<file path="config.mk">
export PLATFORM = sky130hd
export DESIGN_NAME = ksa_pipe_adder
export DESIGN_NICKNAME = d
export VERILOG_FILES = /design/src/rtl/ksa_pkg.sv /design/src/rtl/ksa_prefix_cell.sv /design/src/rtl/ksa_pipe_adder.sv
export SDC_FILE = /design/constraint.sdc
export NUM_CORES = 1
export LEC_CHECK = 0
export ABC_AREA = 1
export ABC_CLOCK_PERIOD_IN_PS = 1800
export BUFFER_PORTS_ARGS = -buffer_cell sky130_fd_sc_hd__buf_2
export CAP_MARGIN = 0
export CORE_MARGIN = 5
export CORE_UTILIZATION = 40
export DETAILED_ROUTE_END_ITERATION = 6
export SETUP_SLACK_MARGIN = 0.2
export SKIP_LAST_GASP = 1
export SYNTH_ARGS = -nofsm -noshare
export SYNTH_HDL_FRONTEND = slang
export SYNTH_SLANG_ARGS = --single-unit
</file>
<file path="constraint.sdc">
create_clock -name wb_clk_i -period 1.8 [get_ports wb_clk_i]
set_input_delay 0.18 -clock wb_clk_i [delete_from_list [all_inputs] [get_ports wb_clk_i]]
set_output_delay 0.18 -clock wb_clk_i [all_outputs]
set_load 0.03 [all_outputs]
</file>
<file path="src/rtl/ksa_pkg.sv">
// ---------------------------------------------------------------------------
// ksa_pkg
// Shared definitions for the pipelined Kogge-Stone adder/subtractor.
//   ADD / SUB  : encodings of the in_sub mode input
//   clog2      : ceiling log2, usable in constant expressions
//   ksaLevels  : number of prefix levels (one pipeline rank each) for a width
// No ports; imported by ksa_pipe_adder and ksa_prefix_cell.
// ---------------------------------------------------------------------------
package ksa_pkg;

    localparam logic ADD = 1'b0;
    localparam logic SUB = 1'b1;

    function automatic int clog2(input int value);
        int result;
        int remaining;
        result    = 0;
        remaining = value - 1;
        while (remaining > 0) begin
            result++;
            remaining = remaining >> 1;
        end
        return result;
    endfunction

    // A W-bit Kogge-Stone tree needs log2(W) doubling steps to span every bit.
    function automatic int ksaLevels(input int width);
        return clog2(width);
    endfunction

endpackage

</file>
<file path="src/rtl/ksa_prefix_cell.sv">
// ---------------------------------------------------------------------------
// ksa_prefix_cell
// Combinational Kogge-Stone black cell. Merges a higher group (g_hi, p_hi)
// with the adjacent lower group (g_lo, p_lo) into one wider group.
//   g_hi_i, p_hi_i : generate / propagate of the upper group
//   g_lo_i, p_lo_i : generate / propagate of the lower group
//   g_o, p_o       : generate / propagate of the merged group
// ---------------------------------------------------------------------------
module ksa_prefix_cell
    import ksa_pkg::*;
(
    input  logic g_hi_i,
    input  logic p_hi_i,
    input  logic g_lo_i,
    input  logic p_lo_i,
    output logic g_o,
    output logic p_o
);

    assign g_o = g_hi_i | (p_hi_i & g_lo_i);
    assign p_o = p_hi_i & p_lo_i;

endmodule

</file>
<file path="src/rtl/ksa_pipe_adder.sv">
// ---------------------------------------------------------------------------
// ksa_pipe_adder
// Fully pipelined Kogge-Stone adder/subtractor with valid/ready handshake.
// One register rank for operand preprocessing (S0), one per prefix level
// (S1..S_LEVELS) and one for the result; latency is LEVELS+1 cycles.
// A single global stall (advance) freezes the whole pipe under backpressure.
//
// Ports:
//   wb_clk_i   clock, rising edge
//   wb_rst_i   synchronous active-high reset
//   in_valid   operand pair present        in_ready   pair accepted this cycle
//   in_a/in_b  operands (WIDTH bits)       in_cin     carry-in (add mode only)
//   in_sub     0: A+B+cin, 1: A-B
//   out_valid  result present              out_ready  consumer accepts result
//   out_sum    result mod 2^WIDTH          out_cout   carry out (sub: 1 = no borrow)
//   out_ovf    two's-complement overflow   out_zero   out_sum == 0
//
// Configuration macro KSA_FLAGS_EN: when defined, out_ovf/out_zero and the
// sign bits feeding them are built; otherwise both outputs are tied to 0.
// ---------------------------------------------------------------------------
module ksa_pipe_adder
    import ksa_pkg::*;
#(
    parameter int WIDTH = 16
) (
    input  logic             wb_clk_i,
    input  logic             wb_rst_i,
    input  logic             in_valid,
    output logic             in_ready,
    input  logic [WIDTH-1:0] in_a,
    input  logic [WIDTH-1:0] in_b,
    input  logic             in_cin,
    input  logic             in_sub,
    output logic             out_valid,
    input  logic             out_ready,
    output logic [WIDTH-1:0] out_sum,
    output logic             out_cout,
    output logic             out_ovf,
    output logic             out_zero
);

    localparam int LEVELS = ksaLevels(WIDTH);

    logic outValid_q;
    logic advance;
    logic accept;

    // Stage k registers; index 0 is S0, index LEVELS feeds the result rank.
    logic [LEVELS:0]            vld_q;
    logic [LEVELS:0][WIDTH-1:0] g_q;
    logic [LEVELS:0][WIDTH-1:0] p_q;
    logic [LEVELS:0][WIDTH-1:0] raw_q;
    logic [LEVELS:0]            c0_q;

    // Combinational output of prefix level k, loaded into stage k.
    logic [LEVELS:1][WIDTH-1:0] g_d;
    logic [LEVELS:1][WIDTH-1:0] p_d;

    logic [WIDTH-1:0] bMod;
    logic [WIDTH-1:0] gIn;
    logic [WIDTH-1:0] pIn;
    logic             c0In;

    logic [WIDTH-1:0] carry;
    logic [WIDTH-1:0] outSum_d;
    logic             outCout_d;
    logic [WIDTH-1:0] outSum_q;
    logic             outCout_q;

    // The pipe only moves when the output slot is empty or being drained,
    // so in_ready depends on out_valid/out_ready alone.
    assign advance  = ~outValid_q | out_ready;
    assign in_ready = advance;
    assign accept   = in_valid & advance;

    // Subtraction is A + ~B + 1. The carry-in is folded into bit 0's
    // generate so the prefix tree yields true carries with no extra row.
    always_comb begin
        bMod   = (in_sub == ADD) ? in_b : ~in_b;
        c0In   = (in_sub == SUB) | in_cin;
        pIn    = in_a ^ bMod;
        gIn    = in_a & bMod;
        gIn[0] = gIn[0] | (pIn[0] & c0In);
    end

    // Prefix level k combines each bit with the group 2^(k-1) positions
    // below it; bits with nothing that far below pass through unchanged.
    for (genvar k = 1; k <= LEVELS; k++) begin : g_level
        localparam int SPAN = 1 << (k - 1);
        for (genvar i = 0; i < WIDTH; i++) begin : g_bit
            if (i >= SPAN) begin : g_cell
                ksa_prefix_cell u_cell (
                    .g_hi_i (g_q[k-1][i]),
                    .p_hi_i (p_q[k-1][i]),
                    .g_lo_i (g_q[k-1][i-SPAN]),
                    .p_lo_i (p_q[k-1][i-SPAN]),
                    .g_o    (g_d[k][i]),
                    .p_o    (p_d[k][i])
                );
            end else begin : g_pass
                assign g_d[k][i] = g_q[k-1][i];
                assign p_d[k][i] = p_q[k-1][i];
            end
        end
    end

    // Valid bits shift together on advance; bubbles are kept, not squeezed.
    always_ff @(posedge wb_clk_i) begin
        if (wb_rst_i) begin
            vld_q      <= '0;
            outValid_q <= 1'b0;
        end else if (advance) begin
            vld_q      <= {vld_q[LEVELS-1:0], accept};
            outValid_q <= vld_q[LEVELS];
        end
    end

    // Data ranks need no reset: each loads only behind a valid bit.
    always_ff @(posedge wb_clk_i) begin
        if (advance) begin
            if (accept) begin
                g_q[0]   <= gIn;
                p_q[0]   <= pIn;
                raw_q[0] <= pIn;
                c0_q[0]  <= c0In;
            end
            for (int k = 1; k <= LEVELS; k++) begin
                if (vld_q[k-1]) begin
                    g_q[k]   <= g_d[k];
                    p_q[k]   <= p_d[k];
                    raw_q[k] <= raw_q[k-1];
                    c0_q[k]  <= c0_q[k-1];
                end
            end
        end
    end

    // After the last level g_q[LEVELS][i] is the carry out of bit i.
    always_comb begin
        carry     = g_q[LEVELS];
        outSum_d  = raw_q[LEVELS] ^ {carry[WIDTH-2:0], c0_q[LEVELS]};
        outCout_d = carry[WIDTH-1];
    end

    always_ff @(posedge wb_clk_i) begin
        if (wb_rst_i) begin
            outSum_q  <= '0;
            outCout_q <= 1'b0;
        end else if (advance && vld_q[LEVELS]) begin
            outSum_q  <= outSum_d;
            outCout_q <= outCout_d;
        end
    end

    assign out_valid = outValid_q;
    assign out_sum   = outSum_q;
    assign out_cout  = outCout_q;

    // The final group propagate has no consumer once all carries are known.
    logic unusedFinalP;
    assign unusedFinalP = ^p_q[LEVELS];

`ifdef KSA_FLAGS_EN
    logic [LEVELS:0] signA_q;
    logic [LEVELS:0] signB_q;
    logic            outOvf_d;
    logic            outZero_d;
    logic            outOvf_q;
    logic            outZero_q;

    always_ff @(posedge wb_clk_i) begin
        if (advance) begin
            if (accept) begin
                signA_q[0] <= in_a[WIDTH-1];
                signB_q[0] <= bMod[WIDTH-1];
            end
            for (int k = 1; k <= LEVELS; k++) begin
                if (vld_q[k-1]) begin
                    signA_q[k] <= signA_q[k-1];
                    signB_q[k] <= signB_q[k-1];
                end
            end
        end
    end

    // Same-sign operands giving an opposite-sign result is equivalent to
    // carry into the MSB differing from carry out of it.
    assign outOvf_d  = ~(signA_q[LEVELS] ^ signB_q[LEVELS])
                     & (outSum_d[WIDTH-1] ^ signA_q[LEVELS]);
    assign outZero_d = ~|outSum_d;

    always_ff @(posedge wb_clk_i) begin
        if (wb_rst_i) begin
            outOvf_q  <= 1'b0;
            outZero_q <= 1'b0;
        end else if (advance && vld_q[LEVELS]) begin
            outOvf_q  <= outOvf_d;
            outZero_q <= outZero_d;
        end
    end

    assign out_ovf  = outOvf_q;
    assign out_zero = outZero_q;
`else
    assign out_ovf  = 1'b0;
    assign out_zero = 1'b0;
`endif

endmodule

</file>
==> results by group <==
Timing
  – Max Fclk: 668 MHz
  – Aggregate negative setup slack: 0 ns
  – Hold Slack: 0.0284 ns
  – Fin Clk Skew: 0.0131 ns
  – Max_slew headroom: 59.9%
  – Worst setup margin: 0.303 ns
  – Final Hold Viols: 0
  – Final Setup Violations: 0
  – Least-Margin Pin Slew: 0.600 ns
  – Final Max Tran Viols: 0
  – Final min period: 1.50 ns
  – Final period util: 83.2%
  – RSZ-0062 raised after global routing: false

Synth
  – Synth top area share: 72.2%
  – Syn Inst Count: 601
  – Post-synthesis sequential area ratio: 77.8%
  – Synth Cell Area: 8270 um2
  – Yosys Warn Count: 0
  – Yosys reg bits: 222
  – Asr flop ratio synth: 0%
  – Top area cells in the synthesized netlist: edfxtp_1 72%, nand2_1 6.2%, dfxtp_1 5.6%, inv_1 4.3%, nor2_1 2.9%
  – Number of synthesized flops with an enable pin: 199
  – Yosys top cell by area: edfxtp_1
  – Mean post-synth cell area: 13.8 um2
  – Dominant synthesized flop cell: edfxtp_1
  – Yosys cell types: 19

GRT
  – First-pass GRT wire length: 19600 um
  – Overflow left after global routing: 0
  – Initial antenna violation count: 0
  – GRT Total Usage: 9.84%
  – Pin count of the biggest net entering global routing: 44
  – Vias in the first global route: 4028

Worst setup path
  – Cell chain of the critical path: nand2_4 -> buf_4 -> buf_2
  – Buf+Inv Stages, Crit Path: 2
  – Arrival time worst endpoint: 1.32 ns
  – Crit path max fanout: 10
  – Startpoint Class: flop
  – Nature of the critical path endpoint: output port
  – CP startpoint: out_valid
  – Reg2reg start: out_valid
  – Critical Path RT: 1.62 ns
  – Crit-path slowest cell: dfxtp_4
  – CP top delay family: buffers and inverters
  – Crit Path Class: reg2out
  – Slowest cell delay on critical path: 0.34 ns

Run status
  – Status: complete, no violations

Layout
  – Most common cell after layout, fill and taps aside: edfxtp_1
  – NumNets Final: 750
  – N_diodes: 0
  – Fraction of final layout cells sized beyond drive strength 1: 15.9%
  – Layout area overhead: 18.7%
  – Most frequent cells in the layout: 199 x edfxtp_1, 135 x nand2_1, 89 x inv_1

Placement
  – Dpl hpwl: 7900 um
  – Setup slack at placement: 0.278 ns
  – Gp weighted congestion: 0.732
  – I/O Buffers: 56

Die
  – Die height: 154 um
  – Die ar.: 23700 um2
  – I/O pin count: 59
  – Die width: 154 um
  – Initial core utilization: 40.8%
  – Row cnt: 52
  – CORE AREA: 20300 um2

Clock network
  – # H-tree levels: 1
  – Clk_lat worst skew: 0.50 ns
  – Postcts setup bufs: 0
  – Clock Sinks: 222
  – CTS tree: yes
  – Clock Path Buffers: 3
  – Clock transition at path regs: 0.06 ns
  – Total CTS buffers: 23
  – Clock root cell: clkbuf_16

Route
  – Violation count after the first detailed-route iteration: 178
  – Post-Route WL: 11200 um
  – Vias per cell: 4.11
  – Drt drc: 0
  – DR WL/cell: 11.4 um
  – Via count: 4035
  – Post-route ant nets: 0
  – Pre-antenna DRT Iters: 4

Power and ir drop
  – Pwr dens: 1100 nW/um2
  – Maximum vdd drop: 0.684 mV
  – LEAKAGE: 4.20 nW

Worst hold path
  – Hold Path Class: in2reg
  – Hold Startpoint: in_valid

Run
  – Max-cap viol count: 0
per-layer routing:
layer	up-vias	track usage (%)	share of wire, %
met2	70	15.3	44
met1	1783	13.7	48
li1	2161	-	-
met5	-	0	0
met3	21	2.45	4.9
met4	0	3.28	2.7
logic make-up (layout without fill, tap and decap cells):
logic type,count (synthesis),in the layout,share of synthesized area (%)
DFF,222,222,77.8
and+or+nand+nor,206,206,9.60
buffers and inverters,105,215,5.47
AOI/OAI and AO/OA,35,35,2.96
adders and majority gates,16,16,2.42
xor gates and xnor gates,16,16,1.69
other,1,2,0.0453
sequential cells by signal, indices dropped and copies added (netlist names), 3 cells and up:
register / cells
p_q: 34
c0_q: 5
g_d: 15
out_sum: 16
vld_q: 5
g_q: 49
p_d: 3
carry: 16
raw_q: 77
layout make-up:
class / instances / area, um2
clock buffers: 27 / 611
clock inverters: 14 / 113
fillers: 1822 / 10500
inverters: 96 / 379
multi-input cells: 275 / 1400
flip-flops and latches: 222 / 6440
well taps: 270 / 338
repair buffers: 78 / 538
path summary, 6_finish.rpt:
| path | end | slack (ns) | cells after the start |
|---|---|---|---|
| hold / removal | vld_q[0] | 0.03 | 3 |
| setup / recovery | in_ready | 0.30 | 3 |
| setup reg to reg | raw_q[72] | 0.33 | 3 |
| hold reg to reg | raw_q[72] | 0.42 | 0 |
where the power goes:
part,leakage [nW],internal (mW),switching [mW]
combinational,1.79,0.168,0.220
clock,0.353,2.58,1.84
sequential,2.05,5.84,0.105
total,4.20,8.59,2.16
repair_timing:
action,CTS,global route
resized for setup,0,0
endpoints found under the hold margin,37,0
setup endpoints to repair,0,0
hold buffers,17,0
worst register-to-register path, stage by stage (launching register included):
cell	delay, ns
dfxtp_4	0.35
nand2_4	0.05
nand2_1	0.11
clkinvlp_4	0.51
synthesized netlist by cell type, types with 2 or more instances:
cell type / n
buf_6: 5
nand2_1: 137
buf_4: 3
edfxtp_1: 199
inv_2: 2
nor2_1: 64
xor2_1: 16
ha_1: 16
a21oi_1: 7
inv_1: 94
a21o_1: 28
dfxtp_1: 23
metrics by stage:
stage / util, % / std cells / power [mW] / area (um2)
4_1_cts: 48.4 / 982 / 10.9 / 9820
5_1_grt: 48.4 / 982 / 11.2 / 9820
6_report: 48.4 / 982 / 10.8 / 9820
2_1_floorplan: - / 602 / 6.26 / 8320
3_5_place_dp: 44.0 / 924 / 6.43 / 8930
3_3_place_gp: 44.0 / 924 / 6.41 / 8930
Power figures use the tool's default switching activity.
